==> src/rtl/fantasy_mixer_if.sv <==
`default_nettype none
// ============================================================================
// Module   : fantasy_mixer_if
// Purpose  : Pixel-stream bundle for the fantasy_mixer output stage. Carries
//            the stage-0 pixel inputs and the LAT-delayed mixed outputs.
// Ports    : hs_i/vs_i/de_i/blk_x_i  sync, enable and invert flag, stage 0
//            a_data_i/b_data_i       input-side and loop-back pixels
//            data_o                  mixed pixel
//            hs_o/vs_o/de_o/px_inv_o delayed syncs and invert decision
// Modports : master (pixel source / bench), slave (mixer)
// Revision : 1.0  initial release
// ============================================================================
interface fantasy_mixer_if #(
  parameter int NCH = 3,
  parameter int CW  = 8
);
  logic                hs_i;
  logic                vs_i;
  logic                de_i;
  logic                blk_x_i;
  logic [NCH*CW-1:0]   a_data_i;
  logic [NCH*CW-1:0]   b_data_i;
  logic [NCH*CW-1:0]   data_o;
  logic                hs_o;
  logic                vs_o;
  logic                de_o;
  logic                px_inv_o;

  modport master (
    output hs_i, vs_i, de_i, blk_x_i, a_data_i, b_data_i,
    input  data_o, hs_o, vs_o, de_o, px_inv_o
  );

  modport slave (
    input  hs_i, vs_i, de_i, blk_x_i, a_data_i, b_data_i,
    output data_o, hs_o, vs_o, de_o, px_inv_o
  );
endinterface
`default_nettype wire

==> src/rtl/fantasy_mixer.sv <==
`default_nettype none
// ============================================================================
// Module   : fantasy_mixer
// Purpose  : Output stage of the dark-fantasy pipeline. Selects the source
//            pixel stream, applies the per-pixel invert decision and fades the
//            invert strength frame by frame. Switches are synchronised,
//            debounced and committed only on a vs rising edge.
// Ports    : clk_i      pixel clock
//            rst_i      synchronous active-high reset
//            mode_i     async mode switches (00 auto, 01 pass, 10 force,
//                       11 auto-inverse)
//            src_sel_i  async source switch (1 = a_data_i, 0 = b_data_i)
//            px         pixel bundle (slave side), outputs delayed by 2
//            fading_o   high while invert strength differs from its target
//            hb_o       heartbeat
// Revision : 1.0  initial release
// ============================================================================
module fantasy_mixer #(
  parameter int NCH        = 3,
  parameter int CW         = 8,
  parameter int FW         = 8,
  parameter int FADE_STEP  = 8,
  parameter int DEB_CYCLES = 1024,
  parameter int HB_BIT     = 26
) (
  input  logic                 clk_i,
  input  logic                 rst_i,
  input  logic [1:0]           mode_i,
  input  logic                 src_sel_i,
  fantasy_mixer_if.slave       px,
  output logic                 fading_o,
  output logic                 hb_o
);

  localparam int              S       = 1 << FW;
  localparam int              PW      = NCH * CW;
  localparam int              AW      = FW + 1;
  localparam int              ACCW    = CW + FW + 1;
  localparam int              DCW     = $clog2(DEB_CYCLES + 1);
  // A step larger than full strength behaves exactly like a step of S.
  localparam int              STEP_C  = (FADE_STEP > S) ? S : FADE_STEP;
  localparam logic [AW-1:0]   A_FULL  = AW'(S);
  localparam logic [AW-1:0]   STEP_A  = AW'(STEP_C);
  localparam logic [CW-1:0]   PIX_MAX = '1;

  localparam logic [1:0] MODE_AUTO    = 2'b00;
  localparam logic [1:0] MODE_PASS    = 2'b01;
  localparam logic [1:0] MODE_FORCE   = 2'b10;
  localparam logic [1:0] MODE_AUTOINV = 2'b11;

  function automatic logic [AW-1:0] tgt_of(input logic [1:0] m);
    return (m == MODE_PASS) ? '0 : A_FULL;
  endfunction

  // Move a toward t by at most STEP_A, landing exactly on t.
  function automatic logic [AW-1:0] fade_step(input logic [AW-1:0] a,
                                              input logic [AW-1:0] t);
    logic [AW-1:0] r;
    r = t;
    if (a < t) begin
      if ((t - a) > STEP_A) r = a + STEP_A;
    end else if (a > t) begin
      if ((a - t) > STEP_A) r = a - STEP_A;
    end
    return r;
  endfunction

  // ---------------- switch synchroniser and debounce ----------------
  logic [1:0]     mode_s1_q, mode_s2_q;
  logic           src_s1_q, src_s2_q;
  logic [2:0]     sw_sync;
  logic [2:0]     stab_q;     // candidate value being timed
  logic [2:0]     pend_q;     // last accepted {src_sel, mode}
  logic [DCW-1:0] deb_cnt_q;  // cycles the candidate has been seen

  assign sw_sync = {src_s2_q, mode_s2_q};

  always_ff @(posedge clk_i) begin
    if (rst_i) begin
      mode_s1_q <= '0;
      mode_s2_q <= '0;
      src_s1_q  <= 1'b0;
      src_s2_q  <= 1'b0;
      stab_q    <= {1'b0, MODE_PASS};
      pend_q    <= {1'b0, MODE_PASS};
      deb_cnt_q <= '0;
    end else begin
      mode_s1_q <= mode_i;
      mode_s2_q <= mode_s1_q;
      src_s1_q  <= src_sel_i;
      src_s2_q  <= src_s1_q;
      if (sw_sync != stab_q) begin
        stab_q    <= sw_sync;
        deb_cnt_q <= DCW'(1);
      end else begin
        if (deb_cnt_q < DCW'(DEB_CYCLES)) deb_cnt_q <= deb_cnt_q + 1'b1;
        if (deb_cnt_q >= DCW'(DEB_CYCLES)) pend_q <= stab_q;
      end
    end
  end

  // ---------------- frame-start commit and fade ----------------
  logic          vs_prev_q;
  logic          vs_rise;
  logic [1:0]    mode_q, mode_d;
  logic [1:0]    last_q, last_d;
  logic          src_q, src_d;
  logic [AW-1:0] a_q, a_d, tgt_d;
  logic          fading_q;

  assign vs_rise = px.vs_i & ~vs_prev_q;

  always_comb begin
    mode_d = mode_q;
    last_d = last_q;
    src_d  = src_q;
    a_d    = a_q;
    if (vs_rise) begin
      mode_d = pend_q[1:0];
      src_d  = pend_q[2];
      // Remember the last visible pattern so a fade-out keeps using it.
      if (pend_q[1:0] != MODE_PASS) last_d = pend_q[1:0];
      a_d = fade_step(a_q, tgt_of(pend_q[1:0]));
    end
    tgt_d = tgt_of(mode_d);
  end

  always_ff @(posedge clk_i) begin
    if (rst_i) begin
      // vs_prev starts high so a reset during vs does not count as an edge.
      vs_prev_q <= 1'b1;
      mode_q    <= MODE_PASS;
      last_q    <= MODE_AUTO;
      src_q     <= 1'b0;
      a_q       <= '0;
      fading_q  <= 1'b0;
    end else begin
      vs_prev_q <= px.vs_i;
      mode_q    <= mode_d;
      last_q    <= last_d;
      src_q     <= src_d;
      a_q       <= a_d;
      fading_q  <= (a_d != tgt_d);
    end
  end

  assign fading_o = fading_q;

  // ---------------- stage-0 invert decision ----------------
  logic [1:0] dmode;
  logic       inv0;

  always_comb begin
    dmode = (mode_q == MODE_PASS) ? last_q : mode_q;
    inv0  = 1'b0;
    case (dmode)
      MODE_AUTO:    inv0 = px.blk_x_i;
      MODE_FORCE:   inv0 = 1'b1;
      MODE_AUTOINV: inv0 = ~px.blk_x_i;
      default:      inv0 = 1'b0;
    endcase
  end

  // ---------------- stage 1 ----------------
  logic [PW-1:0] s1_px_q;
  logic          s1_inv_q;
  logic [AW-1:0] s1_a_q;
  logic          s1_hs_q, s1_vs_q, s1_de_q;

  always_ff @(posedge clk_i) begin
    if (rst_i) begin
      s1_px_q  <= '0;
      s1_inv_q <= 1'b0;
      s1_a_q   <= '0;
      s1_hs_q  <= 1'b0;
      s1_vs_q  <= 1'b0;
      s1_de_q  <= 1'b0;
    end else begin
      s1_px_q  <= src_q ? px.a_data_i : px.b_data_i;
      s1_inv_q <= inv0;
      s1_a_q   <= a_q;
      s1_hs_q  <= px.hs_i;
      s1_vs_q  <= px.vs_i;
      s1_de_q  <= px.de_i;
    end
  end

  // ---------------- per-channel blend ----------------
  // y = (x*(S-a) + (M-x)*a) >> FW; the sum never exceeds M*S, so the
  // shifted result always fits in CW bits.
  logic [PW-1:0] mix_px;

  for (genvar ch = 0; ch < NCH; ch++) begin : g_ch
    logic [CW-1:0]   x;
    logic [ACCW-1:0] acc;
    assign x   = s1_px_q[ch*CW +: CW];
    assign acc = ACCW'(x) * ACCW'(A_FULL - s1_a_q)
               + ACCW'(PIX_MAX - x) * ACCW'(s1_a_q);
    assign mix_px[ch*CW +: CW] = s1_inv_q ? acc[FW +: CW] : x;
  end

  // ---------------- stage 2 ----------------
  logic [PW-1:0] s2_px_q;
  logic          s2_inv_q, s2_hs_q, s2_vs_q, s2_de_q;

  always_ff @(posedge clk_i) begin
    if (rst_i) begin
      s2_px_q  <= '0;
      s2_inv_q <= 1'b0;
      s2_hs_q  <= 1'b0;
      s2_vs_q  <= 1'b0;
      s2_de_q  <= 1'b0;
    end else begin
      s2_px_q  <= mix_px;
      s2_inv_q <= s1_inv_q;
      s2_hs_q  <= s1_hs_q;
      s2_vs_q  <= s1_vs_q;
      s2_de_q  <= s1_de_q;
    end
  end

  assign px.data_o   = s2_px_q;
  assign px.px_inv_o = s2_inv_q;
  assign px.hs_o     = s2_hs_q;
  assign px.vs_o     = s2_vs_q;
  assign px.de_o     = s2_de_q;

  // ---------------- heartbeat ----------------
  // Bits above HB_BIT never reach hb_o, so the counter stops at HB_BIT; the
  // visible bit toggles exactly as in a wrapping 32-bit counter.
  logic [HB_BIT:0] hb_cnt_q;

  always_ff @(posedge clk_i) begin
    if (rst_i) hb_cnt_q <= '0;
    else       hb_cnt_q <= hb_cnt_q + 1'b1;
  end

  assign hb_o = hb_cnt_q[HB_BIT];

endmodule
`default_nettype wire

==> src/flat_wrapper.sv <==
// flat-port wrapper written by rule: the top's interface ports become plain ports
module fantasy_mixer_flat 
#(
  parameter int NCH        = 3,
  parameter int CW         = 8,
  parameter int FW         = 8,
  parameter int FADE_STEP  = 8,
  parameter int DEB_CYCLES = 1024,
  parameter int HB_BIT     = 26
)
  (clk_i, rst_i, mode_i, src_sel_i, fading_o, hb_o, px_hs_i, px_vs_i, px_de_i, px_blk_x_i, px_a_data_i, px_b_data_i, px_data_o, px_hs_o, px_vs_o, px_de_o, px_px_inv_o);
  fantasy_mixer_if #(.NCH(NCH), .CW(CW)) px_i ();
  input  logic clk_i;
  input  logic rst_i;
  input  logic [1:0] mode_i;
  input  logic src_sel_i;
  output logic fading_o;
  output logic hb_o;
  input wire logic [$bits(px_i.hs_i)-1:0] px_hs_i;
  input wire logic [$bits(px_i.vs_i)-1:0] px_vs_i;
  input wire logic [$bits(px_i.de_i)-1:0] px_de_i;
  input wire logic [$bits(px_i.blk_x_i)-1:0] px_blk_x_i;
  input wire logic [$bits(px_i.a_data_i)-1:0] px_a_data_i;
  input wire logic [$bits(px_i.b_data_i)-1:0] px_b_data_i;
  output wire logic [$bits(px_i.data_o)-1:0] px_data_o;
  output wire logic [$bits(px_i.hs_o)-1:0] px_hs_o;
  output wire logic [$bits(px_i.vs_o)-1:0] px_vs_o;
  output wire logic [$bits(px_i.de_o)-1:0] px_de_o;
  output wire logic [$bits(px_i.px_inv_o)-1:0] px_px_inv_o;
  assign px_i.hs_i = px_hs_i;
  assign px_i.vs_i = px_vs_i;
  assign px_i.de_i = px_de_i;
  assign px_i.blk_x_i = px_blk_x_i;
  assign px_i.a_data_i = px_a_data_i;
  assign px_i.b_data_i = px_b_data_i;
  assign px_data_o = px_i.data_o;
  assign px_hs_o = px_i.hs_o;
  assign px_vs_o = px_i.vs_o;
  assign px_de_o = px_i.de_o;
  assign px_px_inv_o = px_i.px_inv_o;
  fantasy_mixer #(.NCH(NCH), .CW(CW), .FW(FW), .FADE_STEP(FADE_STEP), .DEB_CYCLES(DEB_CYCLES), .HB_BIT(HB_BIT)) u_core (.clk_i(clk_i), .rst_i(rst_i), .mode_i(mode_i), .src_sel_i(src_sel_i), .px(px_i), .fading_o(fading_o), .hb_o(hb_o));
endmodule
==> config.mk <==
export PLATFORM = sky130hd
export DESIGN_NAME = fantasy_mixer_flat
export DESIGN_NICKNAME = d
export VERILOG_FILES = /design/src/rtl/fantasy_mixer_if.sv /design/src/rtl/fantasy_mixer.sv /design/src/flat_wrapper.sv
export SDC_FILE = /design/constraint.sdc
export NUM_CORES = 1
export LEC_CHECK = 0
export CAP_MARGIN = 5
export CORE_UTILIZATION = 40
export DETAILED_ROUTE_END_ITERATION = 6
export SETUP_SLACK_MARGIN = 0.02
export SLEW_MARGIN = 10
export SYNTH_ARGS = -nofsm -noshare
export SYNTH_HDL_FRONTEND = slang
export SYNTH_SLANG_ARGS = --single-unit
==> constraint.sdc <==
create_clock -name clk_i -period 7.5 [get_ports clk_i]
set_clock_uncertainty 0.05 [all_clocks]
set_input_delay 1.875 -clock clk_i [delete_from_list [all_inputs] [get_ports clk_i]]
set_output_delay 1.875 -clock clk_i [all_outputs]
set_load 0.01 [all_outputs]
==> run metrics <==
layout cells sized above 1 0.03709; leading cell types by total area after synthesis fa_1 36%, dfxtp_1 13%, ha_1 10%; buffer depth of the longest clock path 2; area of the mapped netlist 20140 um^2; worst-skew pair later-pin latency 0.48 ns; number of rows in the core area 81; non-filler instance count after layout 2929; RSZ-0062 raised after global routing false; Post-Synthesis Cells 2227; share of async-settable or async-resettable flops after synthesis 0; remaining global-route overflow 0; most instantiated flip-flop cell in the synthesis netlist dfxtp_1; detailed placement HPWL 35100 um; PortBufs 86; type of the worst setup path flip-flop to flip-flop; nets@finish 2840; first-pass GRT wire length 77800 um; pre-CTS setup slack 0.7249 ns; mean instance size in the synthesized netlist 9.045 um^2; power per cell area 98.64 nW/um^2; Yosys warning total 0; delay-heaviest family, CP adder cells; Worst Tran Pin Value 1.058 ns; result of the run finished clean; Iteration-0 DRC Markers 588; post-CTS clock slew at the launch and capture registers of the worst setup and hold paths 0.06 ns; post-synth top area share 0.3637; placeable core area 49360 um^2; clock tree from TritonCTS built; total of endpoints with negative setup slack in the final report 0; startpoint kind of the worst setup timing path flip-flop; highest attainable clock frequency 0.1475 GHz; I/O pins 87; max-capacitance violation count 0; post-route DRC violation count 0; initial cell density of the core 0.4081; standard cell with the maximum stage delay on the critical path or4_4; die area 51260 um^2; WL final 46290 um; Crit path buffers/inverters 5; number of global-route vias before repair 15409; CTS resizes 0; diode count 0; initial antenna violation count 1; post-route ant nets 0; number of instances in the placed design 2899; Worst Setup End Kind flip-flop; minimum clock period after layout 6.779 ns; most area-hungry cell type in the Yosys netlist fa_1; Sink Count 131; number of synthesized register bits 131; first-pass iteration count of the detailed router 5; Max FO, Critical Path 15; Netlist cell types 57; vias per cell 4.824; die width 226.4 um; commonest cells in the netlist 490 x inv_1, 366 x fa_1, 163 x ha_1; sequential share of the synthesized area 0.1302; worst hold margin 0.3909 ns; Max Transition Viols Final 0; critical-path cell list or4_4 > nor4_2 > xnor2_2 > buf_4 > and2_1 > fa_1 > inv_1 > fa_1 > fa_1 > inv_1 > fa_1 > fa_1 > inv_1 > fa_1 > inv_1 > ha_1 > and3_1 > a21oi_1 > a31oi_1 > a31oi_1 > xor2_1 > mux2i_1 > nor2_1; cell at the root of the clock tree clkbuf_16; P&R area growth vs syn 10.62%; Num CTS Buffers 17; setup slack of the critical path after layout 0.7212 ns; required arrival time at the worst endpoint 7.86 ns; most instantiated library cell after synthesis inv_1; number of vias in the routed layout 14130; Worst path most repeated cell fa_1; minimum setup slack among reg-to-reg paths 0.72 ns; post-synth net total 2813; total routing resource utilization after global routing 0.1975; die height 226.4 um; setup total negative slack 0 ns; combined area of the multi-input logic cells 15260 um^2; critical path's largest stage delay 0.57 ns; largest net degree at the start of global routing 71; final critical-path share of the clock period 0.9038; deepest level of the CTS H-tree 4; Routed WL per cell 15.80 um; Rel. slew slack 0.2948; number of fill cells 4807; count of endpoints failing hold in the final timing report 0; arrival time of the worst setup path 7.14 ns; Pwr Total 0.002198 W; Hold-fix buffers, CTS 0; leakage power 11.23 nW; worst min-delay path class flip-flop to flip-flop; postcts setup bufs 0; Register Area 2625 um^2; placer's final routability congestion estimate 0.8458; VDD IR max 0.2778 mV; EDFF count, synth 0
## routing by layer
layer	GRT usage	vias up	share of wire	wire (um)
li1	-	6592	-	-
met1	0.2441	7141	0.43	19810
met2	0.3391	331	0.49	22800
met3	0.03952	64	0.054	2501
met4	0.07302	2	0.025	1162
met5	0	-	0.00041	19
## layout make-up
class | count | share of cell area
repair buffers | 121 | 0.05031
clock inverters | 13 | 0.007805
multi-input cells | 1491 | 0.6848
clock buffers | 17 | 0.01909
inverters | 492 | 0.08287
flip-flops and latches | 131 | 0.1178
well taps | 664 | 0.03728
## worst register-to-register path: stages, from the launching register on
cell and delay [ns]:
dfxtp_1 0.31, or4_4 0.57, nor4_2 0.28, xnor2_2 0.33, buf_4 0.29, and2_1 0.20
fa_1 0.55, inv_1 0.06, fa_1 0.49, fa_1 0.52, inv_1 0.06, fa_1 0.49
fa_1 0.49, inv_1 0.05, fa_1 0.47, inv_1 0.04, ha_1 0.32, and3_1 0.18
a21oi_1 0.18, a31oi_1 0.18, a31oi_1 0.24, xor2_1 0.16, mux2i_1 0.09, nor2_1 0.11
## cells in the final DEF, fill, tap and decap left out, types with 4 or more instances in the layout
cell             Yosys  final
inv_1              490    490
nand2b_1           104    104
and2_1             139    139
a31oi_1              8      8
xor2_1              49     49
nor3_1              16     16
nor2b_1            106    106
a21oi_1             35     35
nand4_1              7      7
nor2_1             149    149
mux2i_1             52     52
fa_1               366    366
dfxtp_1            131    129
nand2_1            127    127
clkdlybuf4s50_1      0     85
o21ai_0             14     14
a211oi_1             4      4
nand3_1             15     15
inv_6                0      5
a21o_1               7      7
buf_4                1     36
or2_2                5      5
ha_1               163    163
and3_1              12     12
xnor2_1             61     58
clkbuf_16            0     17
or3_1                9      9
clkinv_4             0      4
## worst paths after layout
kind | start | to | depth (start not counted)
hold / removal | u_core.mode_s1_q[1]$_SDFF_PP0_ | u_core.mode_s2_q[1]$_SDFF_PP0_ | 1
setup / recovery | u_core.s1_a_q[5]$_SDFF_PP0_ | u_core.px.data_o[7]$_SDFF_PP0_ | 23
hold reg to reg | u_core.mode_s1_q[1]$_SDFF_PP0_ | u_core.mode_s2_q[1]$_SDFF_PP0_ | 1
setup reg to reg | u_core.s1_a_q[5]$_SDFF_PP0_ | u_core.px.data_o[7]$_SDFF_PP0_ | 23
## stage by stage
stage	util	instance area, um^2
after floorplan	-	20140
after global placement	0.4393	21680
after detailed placement	0.4393	21680
after CTS	0.4515	22280
after global routing	0.4515	22280
final	0.4515	22280
## sequential cells by signal, indices dropped and copies added, names as in the netlist, 2 cells and up
name              count
u_core.hb_cnt_q      27
u_core.px.data_o     24
u_core.s1_px_q       24
u_core.deb_cnt_q     11
u_core.a_q            9
u_core.s1_a_q         9
u_core.pend_q         3
u_core.stab_q         3
u_core.last_q         2
u_core.mode_q         2
u_core.mode_s1_q      2
u_core.mode_s2_q      2
## where the power goes
group	internal (W)	switching, W	leakage (nW)
Sequential	0.000723	0.0000574	1.07
Combinational	0.000253	0.000284	9.87
Clock	0.000523	0.000358	0.295
## cells by family (layout without fill, tap and decap cells)
group,Yosys count,after routing,share of synthesized area
AOI/OAI and AO/OA,90,90,0.02795
xor gates and xnor gates,114,114,0.05199
DFF,131,131,0.1302
muxes,52,52,0.02584
buffers and inverters,605,643,0.1134
adders and majority gates,529,529,0.4650
and+or+nand+nor,706,706,0.1857
Note: power is estimated with default switching activity, not from simulation.
